===== config.mk =====
export PLATFORM = sky130hd
export DESIGN_NAME = wb_buf
export DESIGN_NICKNAME = d
export VERILOG_FILES = /design/src/rtl/wb_buf.sv
export SDC_FILE = /design/constraint.sdc
export NUM_CORES = 1
export LEC_CHECK = 0
export BUFFER_PORTS_ARGS = -buffer_cell sky130_fd_sc_hd__buf_2
export CAP_MARGIN = 20
export CORE_MARGIN = 2
export CORE_UTILIZATION = 51
export DETAILED_ROUTE_END_ITERATION = 8
export HOLD_SLACK_MARGIN = 0.12
export PLACE_DENSITY = 0.81
export SYNTH_ARGS = -nofsm -noshare
export SYNTH_HDL_FRONTEND = slang
export SYNTH_SLANG_ARGS = --single-unit

===== constraint.sdc =====
create_clock -name clk -period 3.6 [get_ports clk]
set_input_delay 0.72 -clock clk [delete_from_list [all_inputs] [get_ports clk]]
set_output_delay 0.72 -clock clk [all_outputs]
set_load 0.02 [all_outputs]

===== src/rtl/wb_buf.sv =====
// Writeback buffer: DEPTH-entry FIFO between MEM and the register-file write port.
// Define WB_FWD_EN to build the forwarding lookup across buffered entries.

`ifndef DEST_SRC_NONE
`define DEST_SRC_NONE 0
`endif

module wb_buf #(
    parameter int ADDR_W     = 32,
    parameter int INSTR_W    = 32,
    parameter int WORD_W     = 32,
    parameter int REG_IDX_W  = 5,
    parameter int DEST_SRC_W = 2,
    parameter int DEPTH      = 4,
    parameter int CNT_W      = 32
) (
    input  logic                       clk,
    input  logic                       clr_n,
    input  logic                       flush,
    input  logic                       i_valid,
    output logic                       o_ready,
    input  logic [ADDR_W-1:0]          i_pc,
    input  logic [INSTR_W-1:0]         i_instr,
    input  logic [DEST_SRC_W-1:0]      i_dest_src,
    input  logic [REG_IDX_W-1:0]       i_dest_reg,
    input  logic [WORD_W-1:0]          i_dest_data,
    input  logic                       i_rf_ready,
    output logic                       o_valid,
    output logic [ADDR_W-1:0]          o_pc,
    output logic [INSTR_W-1:0]         o_instr,
    output logic                       o_dest_en,
    output logic [REG_IDX_W-1:0]       o_dest_reg,
    output logic [WORD_W-1:0]          o_dest_data,
    output logic [$clog2(DEPTH):0]     o_count,
    output logic [CNT_W-1:0]           o_retire_cnt,
    input  logic [REG_IDX_W-1:0]       i_fwd_reg,
    output logic                       o_fwd_hit,
    output logic [WORD_W-1:0]          o_fwd_data
);

    localparam int PTR_W = $clog2(DEPTH);
    localparam logic [PTR_W:0] FULL_COUNT = DEPTH[PTR_W:0];
    localparam logic [DEST_SRC_W-1:0] DEST_NONE = DEST_SRC_W'(`DEST_SRC_NONE);

    logic [ADDR_W-1:0]    pcMem   [DEPTH];
    logic [INSTR_W-1:0]   instrMem[DEPTH];
    logic [REG_IDX_W-1:0] regMem  [DEPTH];
    logic [WORD_W-1:0]    dataMem [DEPTH];
    logic                 enMem   [DEPTH];

    logic [PTR_W-1:0] wrPtr_q, wrPtr_d;
    logic [PTR_W-1:0] rdPtr_q, rdPtr_d;
    logic [PTR_W:0]   count_q, count_d;
    logic [CNT_W-1:0] retire_q, retire_d;

    logic headValid;
    logic push;
    logic pop;
    logic inDestEn;

    assign headValid = (count_q != '0);
    assign o_ready   = (count_q != FULL_COUNT);
    assign push      = i_valid && o_ready && !flush;
    assign pop       = headValid && i_rf_ready;
    assign inDestEn  = (i_dest_src != DEST_NONE) && (i_dest_reg != '0);

    // A pop in the flush cycle still retires; everything else is cleared.
    always_comb begin
        wrPtr_d  = wrPtr_q;
        rdPtr_d  = rdPtr_q;
        count_d  = count_q;
        retire_d = pop ? retire_q + CNT_W'(1) : retire_q;
        if (flush) begin
            wrPtr_d = '0;
            rdPtr_d = '0;
            count_d = '0;
        end else begin
            if (push) wrPtr_d = wrPtr_q + PTR_W'(1);
            if (pop)  rdPtr_d = rdPtr_q + PTR_W'(1);
            if (push && !pop)      count_d = count_q + (PTR_W+1)'(1);
            else if (!push && pop) count_d = count_q - (PTR_W+1)'(1);
        end
    end

    always_ff @(posedge clk or negedge clr_n) begin
        if (!clr_n) begin
            wrPtr_q  <= '0;
            rdPtr_q  <= '0;
            count_q  <= '0;
            retire_q <= '0;
        end else begin
            wrPtr_q  <= wrPtr_d;
            rdPtr_q  <= rdPtr_d;
            count_q  <= count_d;
            retire_q <= retire_d;
        end
    end

    // Entry storage needs no reset: every read is qualified by occupancy.
    always_ff @(posedge clk) begin
        if (push) begin
            pcMem[wrPtr_q]    <= i_pc;
            instrMem[wrPtr_q] <= i_instr;
            regMem[wrPtr_q]   <= i_dest_reg;
            dataMem[wrPtr_q]  <= i_dest_data;
            enMem[wrPtr_q]    <= inDestEn;
        end
    end

    assign o_valid      = headValid;
    assign o_pc         = headValid ? pcMem[rdPtr_q]    : '0;
    assign o_instr      = headValid ? instrMem[rdPtr_q] : '0;
    assign o_dest_reg   = headValid ? regMem[rdPtr_q]   : '0;
    assign o_dest_data  = headValid ? dataMem[rdPtr_q]  : '0;
    assign o_dest_en    = headValid && enMem[rdPtr_q];
    assign o_count      = count_q;
    assign o_retire_cnt = retire_q;

`ifdef WB_FWD_EN
    logic [PTR_W-1:0]  fwdIdx;
    logic              fwdHit;
    logic [WORD_W-1:0] fwdData;

    // Walk oldest to youngest so the youngest match overwrites earlier ones.
    always_comb begin
        fwdIdx  = rdPtr_q;
        fwdHit  = 1'b0;
        fwdData = '0;
        for (int i = 0; i < DEPTH; i++) begin
            fwdIdx = rdPtr_q + PTR_W'(i);
            if (((PTR_W+1)'(i) < count_q) && enMem[fwdIdx] && (regMem[fwdIdx] == i_fwd_reg)) begin
                fwdHit  = 1'b1;
                fwdData = dataMem[fwdIdx];
            end
        end
    end

    assign o_fwd_hit  = fwdHit;
    assign o_fwd_data = fwdData;
`else
    assign o_fwd_hit  = 1'b0 & (|i_fwd_reg);
    assign o_fwd_data = '0;
`endif

endmodule


After elaboration in Yosys (flattened, before gate mapping). Memories as Yosys holds them, arrays and structs flattened. Index checks and enable logic that the tools add are counted. Widths: inputs -> output; s select.

Flip-flop bits (word level): 39. Bits in writable memories: 408. Input bits: 113. Output and inout bits: 172. Word-level logic and storage cells: 44. Memories: 5.

Add/subtract/negate cells: 5. Eq/ne operators: 1. Mux-type cells: 13. Reduce and logical (&&, ||, !) cells: 16.

Memories: dataMem (words 4, width 32, read ports 1, clocked after Yosys merged registers in 0, wr ports 1, line 48) `logic [WORD_W-1:0] dataMem [DEPTH];`; instrMem (words 4, width 32, read ports 1, clocked after Yosys merged registers in 0, wr ports 1, line 46) `logic [INSTR_W-1:0] instrMem[DEPTH];`; pcMem (words 4, width 32, read ports 1, clocked after Yosys merged registers in 0, wr ports 1, line 45) `logic [ADDR_W-1:0] pcMem [DEPTH];`; regMem (words 4, width 5, read ports 1, clocked after Yosys merged registers in 0, wr ports 1, line 47) `logic [REG_IDX_W-1:0] regMem [DEPTH];`; enMem (words 4, width 1, read ports 1, clocked after Yosys merged registers in 0, wr ports 1, line 49) `logic enMem [DEPTH];`.

Operators with widths (count): $mux 32 (3); $add 32x1->32 const B (1); $mux 3 (3); $mux 2 (4); $logic_and 1x1->1 (7); $reduce_bool 2->1 (3); $reduce_bool 3->1 (2); $mux 5 (1); $reduce_bool 5->1 (1); $add 2x1->2 const B (2); $add 3x1->3 const B (1); $logic_not 1->1 (3); $ne 3x3->1 const B (1); $sub 3x1->3 const B (1); $mux 1 (2).

Logic depth before layout (Yosys ltp). Gate-level depths: netlist (run 1).

Depth in word-level cells: 8. Gate-level depth with buffers: 7. Depth with buffers taken out: 6.

Worst setup path before layout (run 1). Ideal clock, no wire load.

Path type: reg-to-reg. From: register count_q[0] (netlist: o_count[0]). To: memory dataMem[0][0], enable pin. Setup time: 0.473 ns. Arrival: 3.524 ns. Data required time: 3.127 ns. Setup slack: -0.396 ns. Stages on the path, launching flop included: 6. Buffers on the path: 1. Clock period less this slack: 3.996 ns. Path through: dfrtp_1 or3b_1 buf_6 nand2_1 nor2_1 and2_1.

Longest elaborated chain between the ends: 5.

RTL lines: start: declaration (line 53) `logic [PTR_W:0] count_q, count_d;`; start signal: assignment (line 94) `count_q <= count_d;`; $ne 3x3->1 (line 62) `assign o_ready = (count_q != FULL_COUNT);`; net o_ready (line 21) `output logic o_ready,`; $logic_and 1x1->1 (2 in a row) (line 63) `assign push = i_valid && o_ready && !flush;`; $mux 1 (line 101) `if (push) begin`; $mux 1 (implied by the code) (line 105) `dataMem[wrPtr_q] <= i_dest_data;`; end: declaration (line 48).

The timed path passes the listed nets, and every way through them passes these cells.

Worst setup path after layout (run 1).
From: register rdPtr_q[0]. To: output port o_instr[31].

Longest elaborated chain between the ends: 2.

RTL lines: start: declaration (line 52) `logic [PTR_W-1:0] rdPtr_q, rdPtr_d;`; start signal: assignment (line 93) `rdPtr_q <= rdPtr_d;`; $mem_v2 4x32; $mux 32 (line 112) `assign o_instr = headValid ? instrMem[rdPtr_q] : '0;`; end: declaration (line 30) `output logic [INSTR_W-1:0] o_instr,`.

Every way passes these cells.

==> results of run 1 <==
==> cells in the final DEF (no fill, tap or decap), types with 2 or more instances in the layout <==
master | Yosys | routed
nand2_1 | 15 | 15
nor2_1 | 13 | 13
nand3_1 | 10 | 10
dfrtp_1 | 39 | 37
edfxtp_1 | 408 | 408
and2_4 | 0 | 4
ha_1 | 5 | 5
clkbuf_16 | 0 | 45
nand4_1 | 6 | 6
xor2_1 | 16 | 16
xnor2_1 | 18 | 18
inv_6 | 0 | 2
clkinv_2 | 0 | 5
buf_4 | 34 | 8
and4_1 | 5 | 5
clkbuf_1 | 16 | 8
nor3_1 | 15 | 15
clkinvlp_4 | 0 | 2
diode_2 | 0 | 2
buf_2 | 12 | 246
nor4_1 | 2 | 2
conb_1 | 1 | 33
clkinv_1 | 0 | 11
o21a_1 | 2 | 2
bufinv_16 | 0 | 4
buf_12 | 0 | 12
dfrtp_4 | 0 | 2
and3_1 | 3 | 3
and2_1 | 106 | 102
mux4_2 | 102 | 102
inv_1 | 11 | 11
==> stage by stage <==
step           std cells  worst slack (ps)  util [%]
3_3_place_gp        1540               914      57.5
4_1_cts             1617               314      61.6
3_5_place_dp        1540               885      57.5
2_1_floorplan        898               739         -
6_report            1619               401      61.6
5_1_grt             1617               274      61.6
==> final timing paths <==
check                                        startpoint                      endpoint  slack, ps  cells past startpoint
hold / removal                                    clr_n  o_retire_cnt[18]$_DFFE_PN0P_        310                      1
min in group clk                        i_dest_data[11]      dataMem[1][11]$_DFFE_PP_        390                      1
max in group asynchronous                         clr_n        rdPtr_q[0]$_DFFE_PN0P_       2650                      1
setup / recovery                 rdPtr_q[0]$_DFFE_PN0P_                   o_instr[31]        400                      4
setup reg to reg                 o_count[0]$_DFFE_PN0P_         pcMem[2][5]$_DFFE_PP_       1160                      5
hold reg to reg            o_retire_cnt[31]$_DFFE_PN0P_  o_retire_cnt[31]$_DFFE_PN0P_        470                      1
==> cell type report <==
class	count	area (um2)	area share, %
sequential	447	13200	63.8
clock inverter	24	219	1.05
multi-input combinational	368	4010	19.3
inverter	11	41.3	0.199
clock buffer	53	1160	5.57
timing repair buffer	266	1530	7.38
antenna	2	5.00	0.0241
tap	448	561	2.70
==> power by group <==
| group | total (mW) | internal [mW] | switching [mW] |
|---|---|---|---|
| clock network | 4.38 | 2.57 | 1.82 |
| logic | 4.57 | 1.88 | 2.69 |
| registers | 6.22 | 6.03 | 0.188 |
| total | 15.2 | 10.5 | 4.69 |
==> per-layer routing <==
metal	vias to the layer above	global-route usage (%)
met5	-	0
met1	4496	25.2
li1	3877	-
met2	315	31.3
met3	56	4.41
met4	4	5.07
==> synth_stat cells, types with 2 or more instances <==
cell type	instances
and3_1	3
ha_1	5
nand3_1	10
and4_1	5
nor3_1	15
xnor2_1	18
clkbuf_1	16
xor2_1	16
nand4_1	6
edfxtp_1	408
mux4_2	102
nor4_1	2
nor2_1	13
buf_1	7
dfrtp_1	39
nand2_1	15
buf_6	2
buf_4	34
and2_1	106
inv_1	11
o21a_1	2
buf_2	12
==> state kept, by name (all words and copies together) (netlist names) <==
signal and cells:
dataMem 128, enMem 4, instrMem 128, o_count 3, o_retire_cnt 32, pcMem 128
rdPtr_q 2, regMem 20, wrPtr_q 2
==> cell families (layout without fill, tap and decap cells) <==
family / Yosys count / in the layout / synth area share [%]
buf+inv: 83 / 354 / 2.68
flops: 447 / 447 / 75.3
other cells: 1 / 35 / 0.0213
xor+xnor: 34 / 34 / 1.69
compound gates: 7 / 7 / 0.427
mux: 104 / 104 / 13.2
simple gates: 184 / 184 / 6.23
fa+ha+maj: 6 / 6 / 0.470
==> impl_metrics.json, run 1 <==
{
  "power_mw": 15.2,
  "period_share_pct": 88.9,
  "synth_area_per_cell_um2": 20.3,
  "num-nets-final": 1257,
  "end_kind": "primary output",
  "synth_flop_cell": "edfxtp_1",
  "viasPerCell": 5.40,
  "placed_cell_area_um2": 19400,
  "clk_latency_ps": 540,
  "startpoint_type": "flop",
  "cts.repair.resized": 0,
  "fin_skew_ps": 14.1,
  "antenna_left": 0,
  "std_cell_rows": 67,
  "die_y_um": 190,
  "worstPathRequired_ps": 2880,
  "period_minus_slack_ps": 3200,
  "place_congestion": 0.753,
  "hold_buffers": 0,
  "holdCritPathClass": "in2async",
  "rsz0062_at_grt": "false",
  "cts_made_buffers": 44,
  "crit_type": "reg2out",
  "drc_errors": 0,
  "crit_fanout": 26,
  "grt_pass1_wl_um": 51500,
  "synth-edff-count": 408,
  "cts_tree": "yes",
  "routed_wl_um": 33600,
  "grt_max_degree": 91,
  "whs_ps": 309,
  "antenna_found_initial": 3,
  "wl_met3_um": 2480,
  "cts_setup_buffers": 0,
  "cp_top_family": "buffers and inverters",
  "clk_path_buf_depth": 3,
  "ys_seq_area_share_pct": 75.3,
  "setup_viol": 0,
  "coreArea_um2": 33700,
  "ys_ff_latch": 447,
  "num_vias": 8748,
  "cts_root_buf": "clkbuf_16",
  "p_leak_nw": 7.44,
  "io_pins": 285,
  "syn_area_um2": 17600,
  "fmax_mhz": 313,
  "tightest_slew_ps": 865,
  "cts.htree.levels": 2,
  "critPathBufInv": 2,
  "maxSlewHeadroom_pct": 42.3,
  "grt_overflow": 0,
  "ir_drop_uv": 666,
  "path_cells": "buf_4 > mux4_2 > and2_1 > buf_2",
  "critical_path_arrival_ps": 2480,
  "dpl.hpwl_um": 20500,
  "yosysTopAreaCell": "edfxtp_1",
  "synthCells": 866,
  "fin_setup_tns_ps": 0,
  "nFillCells": 2405,
  "hold_viol": 0,
  "syn_to_final_growth_pct": 18.1,
  "wl_met2_um": 16600,
  "drv_cap": 0,
  "die_w_um": 190,
  "cts.sinks": 447,
  "clkTransAtPathRegs_ps": 60,
  "drive_gt1_share_pct": 37.5,
  "synth.distinct_cells": 41,
  "wire_per_inst_um": 20.7,
  "synthTopCellsByArea": "edfxtp_1 (70%), mux4_2 (13%), dfrtp_1 (5.6%)",
  "m1WireLength_um": 13800,
  "grtUsageTotal_pct": 18.8,
  "drv_slew": 0,
  "initial_core_util_pct": 52.1,
  "crit_slowest_cell": "mux4_2",
  "firstDrtPassIters": 4,
  "grt_pass1_vias": 9358,
  "stdcell_area_um2": 20800,
  "power.density_nw_per_um2": 731,
  "yosys.area.top_type_share_pct": 69.7,
  "die_area_um2": 36000,
  "routed.top_layer": "met5",
  "async_flop_share_pct": 8.72,
  "port_buffers": 246,
  "drt_iter0_drc": 565,
  "synth-warning-count": 0,
  "cp_slowest_stage_delay_ps": 580,
  "status": "finished, final reports clean"
}
(Power assumes the default switching activity.)
==> inputs of run 2 (changes only) <==
- REMOVE_ABC_BUFFERS: unset -> 1
==> run 2 against run 1 <==
Combinational power up 0.9%. Critical endpoint is now o_dest_data[5]. Clock power up 10%. Worst hold slack worse by 12 ps. Critical path depth unchanged.
==> impl_metrics.json, run 2 (synthesized netlist as in run 1, its figures left out) <==
{
  "multi_input_area_um2": 4010,
  "tightest_slew_ps": 884,
  "cts_made_buffers": 45,
  "routed_wl_um": 34200,
  "r2r-start": "o_count[0]$_DFFE_PN0P_",
  "drive_gt1_share_pct": 37.8,
  "antenna_found_initial": 7,
  "cts.sinks": 447,
  "fin_skew_ps": 11.3,
  "num_vias": 8814,
  "antenna_left": 0,
  "grt_overflow": 0,
  "place_congestion": 0.803,
  "clk_latency_ps": 530,
  "hold_buffers": 0,
  "drc_errors": 0,
  "cts_tree": "yes",
  "nFillCells": 2364,
  "hold_viol": 0,
  "use_met1_pct": 25.4,
  "crit_fanout": 33,
  "viasPerCell": 5.41,
  "drv_slew": 0,
  "cts_root_buf": "clkbuf_16",
  "firstDrtPassIters": 5,
  "grt_pass1_wl_um": 52200,
  "port_buffers": 246,
  "reg2reg_to": "pcMem[2][12]$_DFFE_PP_",
  "p_int_mw": 10.9,
  "final_cell_mix": "edfxtp_1 (408), buf_2 (246), mux4_2 (102), and2_1 (102), clkbuf_16 (50)",
  "grt_pass1_vias": 9181,
  "power.density_nw_per_um2": 748,
  "coreArea_um2": 33700,
  "cts_setup_buffers": 0,
  "initial_core_util_pct": 52.1,
  "end_kind": "primary output",
  "mostFrequentLayoutCell": "edfxtp_1",
  "holdCritPathClass": "in2async",
  "setup_viol": 0,
  "seqPwrFrac_pct": 39.8,
  "die_area_um2": 36000,
  "grt_max_degree": 45,
  "power_mw": 15.7,
  "startpoint_type": "flop",
  "p_leak_nw": 7.55,
  "period_minus_slack_ps": 3190,
  "largest_registers": "dataMem x128, instrMem x128, pcMem x128",
  "io_pins": 285,
  "cts.repair.resized": 0,
  "maxSlewHeadroom_pct": 41.1,
  "clkTransAtPathRegs_ps": 60,
  "syn_to_final_growth_pct": 19.3,
  "std_cell_rows": 67,
  "cts.htree.levels": 2,
  "die_y_um": 190,
  "period_share_pct": 88.5,
  "regArea_um2": 13200,
  "fmax_mhz": 314,
  "critical_path_arrival_ps": 2470,
  "crit_type": "reg2out",
  "drt_iter0_drc": 622,
  "num-nets-final": 1258,
  "rsz0062_at_grt": "false",
  "reg2reg_depth": 5,
  "comb_power_share_pct": 29.4,
  "ff2ff_setup_slack_ps": 1020,
  "ir_drop_uv": 808,
  "busiest_layer": "met2",
  "clk_path_buf_depth": 3,
  "worstPathRequired_ps": 2880,
  "p_sw_share_pct": 30.3,
  "wire_per_inst_um": 21.0,
  "die_w_um": 190,
  "dpl.hpwl_um": 20900,
  "met3_usage_pct": 4.61,
  "grtUsageTotal_pct": 19.2,
  "clkPwrFrac_pct": 30.8,
  "drv_cap": 0,
  "globalRouteMet2Util_pct": 32.1,
  "status": "finished, final reports clean",
  "switchingPower_mw": 4.75,
  "fin_util_pct": 62.2
}
## run 2: per-layer routing
metal,wire length [um],vias to the layer above
li1,-,3912
met1,13700,4491
met2,17000,352
met3,2740,55
met4,701,4
met5,29,-
## run 2: worst max path at each step
stage / end / from / slack, ps
finish: o_dest_data[5] / rdPtr_q[1]$_DFFE_PN0P_ / 410
global route: o_dest_data[5] / rdPtr_q[1]$_DFFE_PN0P_ / 330
CTS: o_dest_data[5] / rdPtr_q[1]$_DFFE_PN0P_ / 360
detailed placement: pcMem[2][12]$_DFFE_PP_ / i_valid / 950
global placement: pcMem[2][12]$_DFFE_PP_ / i_valid / 970
floorplan: o_dest_data[0] / rdPtr_q[0]$_DFFE_PN0P_ / -2010
## run 2: power groups by stage
| stage | Combinational [mW] | Clock, mW | Sequential, mW |
|---|---|---|---|
| 6_report | 4.61 | 4.83 | 6.23 |
| 5_1_grt | 4.96 | 5.13 | 6.26 |
| 4_1_cts | 4.71 | 4.94 | 6.24 |
| 3_5_place_dp | 4.69 | 0 | 6.34 |
| 3_3_place_gp | 4.66 | 0 | 6.31 |
| 2_1_floorplan | 2.91 | 0 | 6.60 |
## run 2: final cells by class
| class | instances | area share (%) |
|---|---|---|
| flip-flops and latches | 447 | 63.1 |
| multi-input cells | 368 | 19.1 |
| repair buffers | 266 | 7.31 |
| clock buffers | 62 | 6.23 |
| well taps | 448 | 2.67 |
| clock inverters | 22 | 1.25 |
| inverters | 11 | 0.197 |
| diodes | 6 | 0.0716 |
## run 2: critical path: stages (launching register included)
cell and delay (ps):
dfrtp_4 800, buf_4 370, mux4_2 360, and2_1 210, buf_2 160
## run 2: stage by stage
step           cells  setup slack [ps]  instance area, um2  hold WS [ps]  TNS (ps)
3_5_place_dp    1540               947               19400           461         0
2_1_floorplan    826             -2010               17300           424   -425850
5_1_grt         1625               327               20900           367         0
3_3_place_gp    1540               969               19400           453         0
4_1_cts         1624               362               20900           314         0
6_report        1630               414               21000           297         0
